===== config.mk =====
export PLATFORM = sky130hd
export DESIGN_NAME = syndrome_accumulator
export DESIGN_NICKNAME = d
export VERILOG_FILES = /design/src/rtl/syndrome_accumulator.sv
export SDC_FILE = /design/constraint.sdc
export NUM_CORES = 1
export LEC_CHECK = 0
export ABC_CLOCK_PERIOD_IN_PS = 2150
export BUFFER_PORTS_ARGS = -buffer_cell sky130_fd_sc_hd__buf_2
export CAP_MARGIN = 20
export CORE_ASPECT_RATIO = 1.2
export CORE_UTILIZATION = 54
export CTS_CLUSTER_SIZE = 12
export DETAILED_ROUTE_END_ITERATION = 7
export GPL_ROUTABILITY_DRIVEN = 0
export GPL_TIMING_DRIVEN = 0
export PLACE_DENSITY_LB_ADDON = 0.12
export SLEW_MARGIN = 20
export SYNTH_ARGS = -nofsm -noshare
export SYNTH_HDL_FRONTEND = slang
export SYNTH_SLANG_ARGS = --single-unit

===== constraint.sdc =====
create_clock -name clk -period 2.15 [get_ports clk]
set_input_delay 0.43 -clock clk [delete_from_list [all_inputs] [get_ports clk]]
set_output_delay 0.43 -clock clk [all_outputs]
set_load 0.05 [all_outputs]

===== src/rtl/syndrome_accumulator.sv =====
// Streaming S0/S1/S2 syndrome generator for RS(39,36) over GF(2^8).
// Horner accumulation per beat; registered syndromes behind a valid/ready port.
module syndrome_accumulator #(
  parameter int N_SYM = 39,
  parameter int SYM_W = 8
) (
  input  logic             clk,
  input  logic             rst_n,
  input  logic             In_valid_in,
  output logic             In_ready_out,
  input  logic [SYM_W-1:0] In_symbol_in,
  input  logic             In_last_in,
  output logic             Out_valid_out,
  input  logic             Out_ready_in,
  output logic [SYM_W-1:0] Syndrome0_out,
  output logic [SYM_W-1:0] Syndrome1_out,
  output logic [SYM_W-1:0] Syndrome2_out,
  output logic             Frame_err_out
);

  typedef enum logic [1:0] {
    S_IDLE  = 2'd0,
    S_ACCUM = 2'd1,
    S_DONE  = 2'd2
  } state_t;

  localparam logic [5:0] LAST_CNT = 6'(N_SYM - 1);

  function automatic logic [SYM_W-1:0] xtime(
    input logic [SYM_W-1:0] x
  );
    return {x[SYM_W-2:0], 1'b0} ^ (x[SYM_W-1] ? 8'h5F : 8'h00);
  endfunction

  state_t r_state;
  state_t w_next;

  logic [5:0]       r_cnt;
  logic [SYM_W-1:0] r_p0, r_p1, r_p2;
  logic [SYM_W-1:0] r_a0, r_a1, r_a2;
  logic [SYM_W-1:0] r_s0, r_s1, r_s2;
  logic             r_ferr;

  logic [SYM_W-1:0] w_p0, w_p1, w_p2;
  logic [SYM_W-1:0] w_a0, w_a1, w_a2;
  logic             w_fire;
  logic             w_term;
  logic             w_drain;

  assign w_fire  = In_valid_in && In_ready_out;
  assign w_term  = w_fire && (In_last_in || r_cnt == LAST_CNT);
  assign w_drain = (r_state == S_DONE) && Out_ready_in;

  always_ff @(posedge clk or negedge rst_n) begin
    if (!rst_n) r_state <= S_IDLE;
    else        r_state <= w_next;
  end

  always_comb begin
    w_next = r_state;
    unique case (r_state)
      S_IDLE: begin
        if (w_fire) w_next = w_term ? S_DONE : S_ACCUM;
      end
      S_ACCUM: begin
        if (w_term) w_next = S_DONE;
      end
      S_DONE: begin
        if (Out_ready_in) w_next = S_IDLE;
      end
      default: w_next = S_IDLE;
    endcase
  end

  always_comb begin
    In_ready_out  = (r_state != S_DONE);
    Out_valid_out = (r_state == S_DONE);
  end

  // Beat decode: c38, c37, c36 land in the parity holds, data runs Horner.
  always_comb begin
    w_p0 = r_p0;
    w_p1 = r_p1;
    w_p2 = r_p2;
    w_a0 = r_a0;
    w_a1 = r_a1;
    w_a2 = r_a2;
    if (w_fire) begin
      unique case (1'b1)
        (r_state == S_IDLE): w_p2 = In_symbol_in;
        (r_cnt == 6'd1):     w_p1 = In_symbol_in;
        (r_cnt == 6'd2):     w_p0 = In_symbol_in;
        default: begin
          w_a0 = r_a0 ^ In_symbol_in;
          w_a1 = xtime(r_a1) ^ In_symbol_in;
          w_a2 = xtime(xtime(r_a2)) ^ In_symbol_in;
        end
      endcase
    end
  end

  always_ff @(posedge clk or negedge rst_n) begin
    if (!rst_n) begin
      r_cnt  <= '0;
      r_p0   <= '0;
      r_p1   <= '0;
      r_p2   <= '0;
      r_a0   <= '0;
      r_a1   <= '0;
      r_a2   <= '0;
      r_s0   <= '0;
      r_s1   <= '0;
      r_s2   <= '0;
      r_ferr <= 1'b0;
    end else if (w_drain) begin
      r_cnt  <= '0;
      r_p0   <= '0;
      r_p1   <= '0;
      r_p2   <= '0;
      r_a0   <= '0;
      r_a1   <= '0;
      r_a2   <= '0;
      r_s0   <= '0;
      r_s1   <= '0;
      r_s2   <= '0;
      r_ferr <= 1'b0;
    end else if (w_fire) begin
      r_cnt <= r_cnt + 6'd1;
      r_p0  <= w_p0;
      r_p1  <= w_p1;
      r_p2  <= w_p2;
      r_a0  <= w_a0;
      r_a1  <= w_a1;
      r_a2  <= w_a2;
      if (w_term) begin
        r_s0   <= w_a0 ^ w_p0;
        r_s1   <= w_a1 ^ w_p1;
        r_s2   <= w_a2 ^ w_p2;
        r_ferr <= !(In_last_in && r_cnt == LAST_CNT);
      end
    end
  end

  assign Syndrome0_out = r_s0;
  assign Syndrome1_out = r_s1;
  assign Syndrome2_out = r_s2;
  assign Frame_err_out = r_ferr;

endmodule

# [Word level (Yosys, flattened, before mapping)]
# Index checks and enable logic that the tools add are counted.
# W data, S select, Z words.
[totals] ff_bits=81 inputBits=13 word_cells=89
[classes] addsub=1 n_eq_ne=9 mux=46 n_bitwise=9 reduce_logical=12
[ops] cell="$mux W8" n=33
[ops] cell="$xor A8 B8 Y8" n=6
[ops] cell="$xor A8 B7 Y8" n=3
[ops] cell="$mux W7" n=3
[ops] cell="$mux W6" n=2
[ops] cell="$mux W2" n=4
[ops] cell="$add A6 B1 Y6 const B" n=1
[ops] cell="$eq A6 B1 Y1 const B" n=1
[ops] cell="$eq A6 B2 Y1 const B" n=1
[ops] cell="$eq A6 B6 Y1 const B" n=1
[ops] cell="$ne A2 B2 Y1 const B" n=3
[ops] cell="$pmux W2 S3" n=1
[ops] cell="$logic_and A1 B1 Y1" n=4
[ops] cell="$reduce_bool A2 Y1" n=2
[ops] cell="$mux W1" n=3
[ops] cell="$reduce_and A3 Y1" n=1
[ops] cell="$reduce_or A3 Y1" n=1
[ops] cell="$eq A2 B1 Y1 const B" n=1
[ops] cell="$eq A2 B2 Y1 const B" n=1
[ops] cell="$logic_not A2 Y1" n=1
[ops] cell="$ne A2 B1 Y1 const B" n=1
[ops] cell="$reduce_and A2 Y1" n=1
[ops] cell="$logic_not A1 Y1" n=1
[ops] cell="$logic_or A1 B1 Y1" n=1

# [Depth between registers and ports, before layout]
# Gate-level depths: netlist (run 1).
[logic_depth] word_depth=11 depth_mapped=9 depth_no_buf=7

# [Least setup slack after synthesis (run 1)]
# Ideal clock, no wire load.
[synth_path] kind="register to register" from="reg r_state[0]" to="reg r_s0[2], in the netlist Syndrome0_out[2]" setup_time_ns=0.070 t_arrival_ns=2.159 slack_ns=-0.079 path_stages_with_launch=7 period_less_slack_ns=2.229 cell_sequence="dfrtp_1 > nand2b_2 > inv_1 > mux2i_2 > nand4_1 > a211o_1 > nand3_1"
[synth_rtl] item="start, declared" line="35" text="state_t r_state;"
[synth_rtl] item="start signal, assigned" line="56" text="else r_state <= w_next;"
[synth_rtl] item="$ne A2 B2 Y1 (*)" line="76" text="In_ready_out = (r_state != S_DONE);"
[synth_rtl] item="named net In_ready_out" line="10" text="output logic In_ready_out,"
[synth_rtl] item="$logic_and A1 B1 Y1 (*)" line="50" text="assign w_fire = In_valid_in && In_ready_out;"
[synth_rtl] item="$mux W8" line="88" text="if (w_fire) begin"
[synth_rtl] item="$xor A8 B8 Y8" line="136" text="r_s0 <= w_a0 ^ w_p0;"
[synth_rtl] item="$mux W8" line="135" text="if (w_term) begin"
[synth_rtl] item="$mux W8" line="127" text="end else if (w_fire) begin"
[synth_rtl] item="$mux W8" line="115" text="end else if (w_drain) begin"
[synth_rtl] item="end signal, assigned" line="136"
[synth_rtl] item="end, declared" line="41" text="logic [SYM_W-1:0] r_s0, r_s1, r_s2;"
# The timed path passes the listed nets; every way through them passes the cells marked *. The select of a mux whose other input is x is not followed.
# A chain may end at the register's enable or synchronous reset.

# [Worst setup path after layout (run 1)]
[layout_path] from="reg r_cnt[1]" to="reg r_s1[0], in the netlist Syndrome1_out[0]"
[layout_via] elab_chain_cells=8
[layout_rtl] item="start, declared" line="38" text="logic [5:0] r_cnt;"
[layout_rtl] item="start signal, assigned" line="128" text="r_cnt <= r_cnt + 6'd1;"
[layout_rtl] item="$eq A6 B1 Y1 / $eq A6 B2 Y1 (equally long branches)" line="91, 92"
[layout_rtl] item="$reduce_or A3 Y1 (no source line)"
[layout_rtl] item="$mux W8" line="89" text="unique case (1'b1)"
[layout_rtl] item="$mux W8" line="88"
[layout_rtl] item="$xor A8 B8 Y8" line="137" text="r_s1 <= w_a1 ^ w_p1;"
[layout_rtl] item="$mux W8" line="135"
[layout_rtl] item="$mux W8" line="127"
[layout_rtl] item="$mux W8" line="115"
[layout_rtl] item="end signal, assigned" line="137"
[layout_rtl] item="end, declared" line="41"
# Several ways; a longest one is shown, not always the timed one. The select of a mux whose other input is x is not followed.

==> run metrics, run 1 <==
outcome=finished clean; Vias=3469; total congestion overflow=0; Synth Register Bits=81; DR WL/cell=slightly below 20 um; Worst Max-Slew Pin Slew=about 760 ps; Top Usage Layer GRT=met2; Slew Limit Fails=0; syn avg cell area=10.2 um2; Period Utilization, post-route=95.6%; Fill cells=~640; CTS buffer count=9; Port Buf Inserts=33; Clock Tree Buf Depth=2; sequential area share after synthesis=46.9%; crit path cell chain=ha_1 > or2_4 > a21oi_4 > buf_12 > clkbuf_16 > mux2i_2 > xnor2_1 > o21ai_0; post-place setup slack=-322 ps; final wirelength=11000 um; initial antenna violation count=0; Max IR drop VDD=705 uV; min-delay worst type=input pin to async pin; Core Footprint=approximately 0.0077 mm2; share of cells above drive strength 1=21.5%; Synth async-reset ratio=100%; ANT nets after route=0; clock skew=8.60 ps; setup TNS=0 ps; pwr/cell area=1540 mW/mm2; GRT Overall Usage=between 20% and 30%; Syn. warnings=0; Initial Util=56.0%; CP delay by family, top=flip-flops; CP peak stage delay=around 420 ps; die height=100 um; EDFF count, synth=0; MaxCap Viol Count=0; total power=0.00774 W; CP max FO=6; Ant. Diodes=0; Iteration-0 DRC Markers=268; first-pass GRT wire length=17700 um; Via density=6.09; final setup violation count=0; clock root buffer=clkbuf_8; vias in the first global route=3296; Synth cell types=44; Req. time, crit path=around 2400 ps; DP HPWL=7460 um; synthesized instance count=424; first-pass iteration count of the detailed router=5; synthesized area=0.00432 mm2; top_reg_cell synth=dfrtp_1; arrival time worst endpoint=2280 ps; H-tree depth=3; Max Freq=between 400 and 500 MHz; CTS tree=built; CP Buf/Inv Count=2; met1 GRT Util=between 30% and 40%; Fin. Hold Viols=0; fin nets=491; Tmin final=2050 ps; CTS sink count=81; Reg clk slew, reported paths=80 ps; CP max stage cell=dfrtp_1; die area=0.00836 mm2; Post-route DRC=0; Leak Pwr=2.22 nW; Crit Path Class=register to register; largest net degree at the start of global routing=43; final worst slack=95.5 ps; met2 GRT Util=between 40 and 50%; Syn Nets=440; die width=83.6 um; Post-CTS Hold Buffers=0; row cnt=35; layout overhead on the synthesized area=16.2%; endpoint type of the worst setup path=register; crit path launch type=register; grt met3 use=3.95%; RSZ-0062 raised after global routing=no; Clock Latency Late Sink=360 ps; IO Pins=40; Slew HR=49.2%
[path summary, 6_finish.rpt]
path / startpoint / end / cells after the start / slack [ps]
min in group clk: In_last_in / Frame_err_out / 2 / 290
worst min-delay path: rst_n / r_p1[0] / 1 / 40
max in group asynchronous: rst_n / Syndrome2_out[3] / 2 / 1500
worst max-delay path: r_cnt[1] / Syndrome1_out[0] / 8 / 100
worst min register to register: r_p2[4] / r_p2[4] / 2 / 490
worst max register to register: r_cnt[1] / Syndrome1_out[0] / 8 / 100
[through the flow]
step                      instance area (um2)  utilization, %  hold slack, ps  std cells
after floorplan                          4330               -             134        424
after global placement                   4610            59.8             460        549
after detailed placement                 4630            60.1             439        550
after CTS                                4890            63.4            58.2        568
after global routing                     5020            65.1            77.8        570
final                                    5020            65.1            43.2        570
[worst register-to-register path, delay by kind of cell, from the launching register on]
family	cells	cell delay, ps
AOI/OAI and AO/OA	2	270
xor gates and xnor gates	1	160
adders and majority gates	1	230
buffers and inverters	2	290
DFF	1	420
muxes	1	270
and+or+nand+nor	1	280
[per-layer routing]
layer / vias to the layer above / wire length [um]
met5: - / 0
met4: 0 / 354
met3: 23 / 436
met2: 87 / 5200
met1: 1742 / 4970
li1: 1617 / -
[power by group]
group / leakage (nW) / total [W] / internal (W) / switching [W]
registers: 1.03 / 0.00269 / 0.00218 / 0.000510
logic: 1.09 / 0.00394 / 0.00161 / 0.00233
clock network: 0.0913 / 0.00111 / 0.000555 / 0.000557
[cell families after synthesis]
family	count (synthesis)	synth area share (%)
and+or+nand+nor	130	14.9
buffers and inverters	35	4.90
adders and majority gates	3	0.869
muxes	38	8.89
AOI/OAI and AO/OA	92	14.1
xor gates and xnor gates	45	9.44
DFF	81	46.9
[timing repair]
item	CTS	global route
pin swaps	2	1
cloned	0	1
buffers inserted	4	1
gates resized for setup	11	25
endpoints found under the setup margin	43	34
[synth_stat cells, drive strengths merged (2+ instances only)]
master,n,area share (%)
and4,2,0.43
mux2i,38,8.9
nand2,44,3.8
nand4,18,2.6
nor2,11,0.96
ha,3,0.87
nand3,46,5.3
o21ai,46,5.3
a21o,9,1.6
a22oi,2,0.35
a21oi,5,0.67
dfrtp,81,47
xor2,12,2.4
a211oi,2,0.35
clkbuf,17,1.7
inv,5,0.43
nand2b,3,0.49
xnor2,32,6.5
buf,13,2.7
a22o,16,3.5
o22ai,2,0.29
a211o,7,1.4
[cells in the final DEF, fill, tap and decap left out, drive strengths merged, types with 4 or more instances in the layout]
master / n
nand4: 18
buf: 52
mux2i: 38
o21ai: 46
nand3: 46
dfrtp: 81
clkbuf: 29
a21oi: 5
a22o: 16
xnor2: 32
a21o: 9
inv: 4
a211o: 7
nand2: 44
nor2: 11
xor2: 12
[area by class of cell]
class,count,area [um2],share of cell area (%)
tap,92,115,2.29
timing repair buffer,40,263,5.24
inverter,5,22.5,0.449
buffer,30,223,4.44
multi-input combinational,308,2180,43.5
clock inverter,3,42.5,0.848
sequential,81,2030,40.4
clock buffer,11,141,2.82
Note: power is estimated with default switching activity, not from simulation.
==> inputs of run 2 (changes only) <==
--- a/config.mk
+++ b/config.mk
@@ -5,11 +5,10 @@
 export SDC_FILE = /design/constraint.sdc
 export NUM_CORES = 1
 export LEC_CHECK = 0
-export ABC_CLOCK_PERIOD_IN_PS = 2150
+export ABC_CLOCK_PERIOD_IN_PS = 2250
 export BUFFER_PORTS_ARGS = -buffer_cell sky130_fd_sc_hd__buf_2
-export CAP_MARGIN = 20
 export CORE_ASPECT_RATIO = 1.2
-export CORE_UTILIZATION = 54
+export CORE_UTILIZATION = 59
 export CTS_CLUSTER_SIZE = 12
 export DETAILED_ROUTE_END_ITERATION = 7
 export GPL_ROUTABILITY_DRIVEN = 0
==> constraint.sdc (replaced) <==
create_clock -name clk -period 2.25 [get_ports clk]
set_input_delay 0.45 -clock clk [delete_from_list [all_inputs] [get_ports clk]]
set_output_delay 0.45 -clock clk [all_outputs]
set_load 0.05 [all_outputs]
==> run metrics, run 2 (synthesis gave the netlist of run 1 again) <==
Vias=3495 (+0.75%); Iteration-0 DRC Markers=259 (-3.4%); first-pass GRT wire length=17200 um (-2.5%); CP peak stage delay=410 ps (about the same); Worst R2R Path Depth=8 (unchanged); layout overhead on the synthesized area=13.5%; Clock Tree Buf Depth=2 (unchanged); Reg2Reg Launch Point=r_cnt[0]; endpoint type of the worst setup path=register; first-pass iteration count of the detailed router=5 (unchanged); final setup violation count=0 (unchanged); Leak Pwr=2.20 nW (-0.60%); MaxCap Viol Count=0 (unchanged); Reg clk slew, reported paths=90 ps (about the same); die height=95.7 um (-4.2%); Seq pwr share=34.5% (-0.2 points); DR WL/cell=18.9 um (-2.0%); R2R Path End=Syndrome1_out[3]; RSZ-0062 raised after global routing=no; Period Utilization, post-route=96.4% (+0.88 points); CP delay by family, top=flip-flops; IO Pins=40 (unchanged); clock share of power=17.8% (+3.4 points); share of cells above drive strength 1=18.7% (-2.8 points); pwr/cell area=1500 mW/mm2 (-2.6%); Slew HR=50.3% (+1.1 points); Max IR drop VDD=813 uV (+15%); GRT Overall Usage=30.5% (+2.8 points); Initial Util=62.3% (+6.2 points); fin nets=486 (-1.0%); Port Buf Inserts=33 (unchanged); post-route design area=0.00490 mm2 (-2.3%); Worst Max-Slew Pin Slew=743 ps (-18.6 ps); Req. time, crit path=2490 ps (+110 ps); die area=0.00767 mm2 (-8.3%); Clock Latency Late Sink=360 ps (about the same); dpl cell area=0.00462 mm2 (-0.32%); most common cell after layout, fill and taps aside=dfrtp_1; ANT nets after route=0 (unchanged); CP max stage cell=dfrtp_2; vias in the first global route=3361 (+2.0%); Via density=6.22 (+2.2%); largest net degree at the start of global routing=42 (-2.3%); dpl cells=545 (-0.91%); CP Buf/Inv Count=2 (unchanged); internal reg-to-reg setup slack=80 ps (-20 ps); CTS buffer count=9 (unchanged); total congestion overflow=0 (unchanged); Max Freq=461 MHz (-5.3%); internal power=0.00423 W (-2.6%); DP HPWL=7170 um (-3.9%); clock root buffer=clkbuf_8; Post-route DRC=0 (unchanged); switching pwr=0.00314 W (-7.6%); outcome=finished clean; final non-filler cell total=562 (-1.4%); CP max FO=10 (+4); Post-CTS Hold Buffers=0 (unchanged); crit path launch type=register; commonest cells after routing, fill and taps aside=dfrtp_1, o21ai_0, nand3_1; clock skew=12.7 ps (+4.09 ps); H-tree depth=3 (unchanged); die width=80.1 um (-4.2%); Core Footprint=0.00694 mm2 (-10%); row cnt=33 (-5.7%); Fin. Hold Viols=0 (unchanged); logic gate share of total power=47.7% (-3.2 points); CTS tree=built; arrival time worst endpoint=2410 ps (+130 ps); Tmin final=2170 ps (+115 ps); final wirelength=10600 um (-3.4%); initial antenna violation count=0 (unchanged); CTS sink count=81 (unchanged); Slew Limit Fails=0 (unchanged); Crit Path Class=register to register; Ant. Diodes=0 (unchanged); switch share=42.6% (-1.3 points); min-delay worst type=input pin to async pin; crit path cell chain=inv_1 > ha_1 > or2_2 > a21oi_4 > buf_6 > mux2i_1 > xnor2_1 > o21ai_0
-- run 2: final cells by class --
| class | instances | area [um2] |
|---|---|---|
| buffer | 29 | 194 |
| inverter | 5 | 18.8 |
| fill | 523 | 2030 |
| timing repair buffer | 36 | 203 |
| clock buffer | 11 | 141 |
| multi-input combinational | 308 | 2110 |
| sequential | 81 | 2030 |
| tap | 87 | 109 |
| clock inverter | 5 | 103 |
-- run 2: power by group through the flow --
stage               clock [W]  combinational, W  sequential [W]
floorplan                   0           0.00206         0.00318
global placement            0           0.00334         0.00252
detailed placement          0           0.00343         0.00255
CTS                   0.00132           0.00347         0.00252
global route          0.00138           0.00381         0.00261
finish                0.00131           0.00351         0.00254
-- run 2: stage by stage --
step	util (%)	worst slack, ps	hold slack [ps]	total power, W	setup TNS, ps
2_1_floorplan	-	20.9	154	0.00524	0
3_3_place_gp	66.2	-137	462	0.00586	-1690
3_5_place_dp	66.5	-159	468	0.00598	-2340
4_1_cts	70.2	44.2	82.3	0.00732	0
5_1_grt	70.7	1.62	110	0.00781	0
6_report	70.7	80.0	65.4	0.00737	0
-- run 2: how the worst max path moves through the flow --
| stage | depth (start not counted) | from | endpoint |
|---|---|---|---|
| final | 8 | r_cnt[0] | Syndrome1_out[3] |
| after detailed placement | 8 | r_cnt[0] | Syndrome1_out[0] |
| after global routing | 8 | r_cnt[0] | Syndrome1_out[6] |
| after CTS | 8 | r_cnt[0] | Syndrome1_out[0] |
| after global placement | 8 | r_cnt[0] | Syndrome2_out[3] |
| after floorplan | 6 | r_state[0] | Syndrome0_out[2] |
-- run 2: layer usage --
metal,vias to the layer above,wire (um),track usage (%)
met2,122,5000,48.5
met1,1736,4720,40.2
met4,0,272,15.2
met3,27,604,4.93
met5,-,0,2.86
li1,1610,-,-
-- run 2: timing repair --
item | in CTS | in global routing
endpoints found under the hold margin | 0 | 0
pin swaps | 1 | 1
resized for setup | 1 | 13
setup buffers | 1 | 1
endpoints found under the setup margin | 35 | 38
-- run 2: worst register-to-register path: cells and delay by family, from the launching register on --
kind,cells,cell delay [ps]
buffers and inverters,2,270
multiplexers,1,310
AND/OR/NAND/NOR,1,350
AO/OA/AOI/OAI,2,340
flip-flops,1,410
adder cells (fa/ha/maj),1,210
XOR/XNOR,1,160
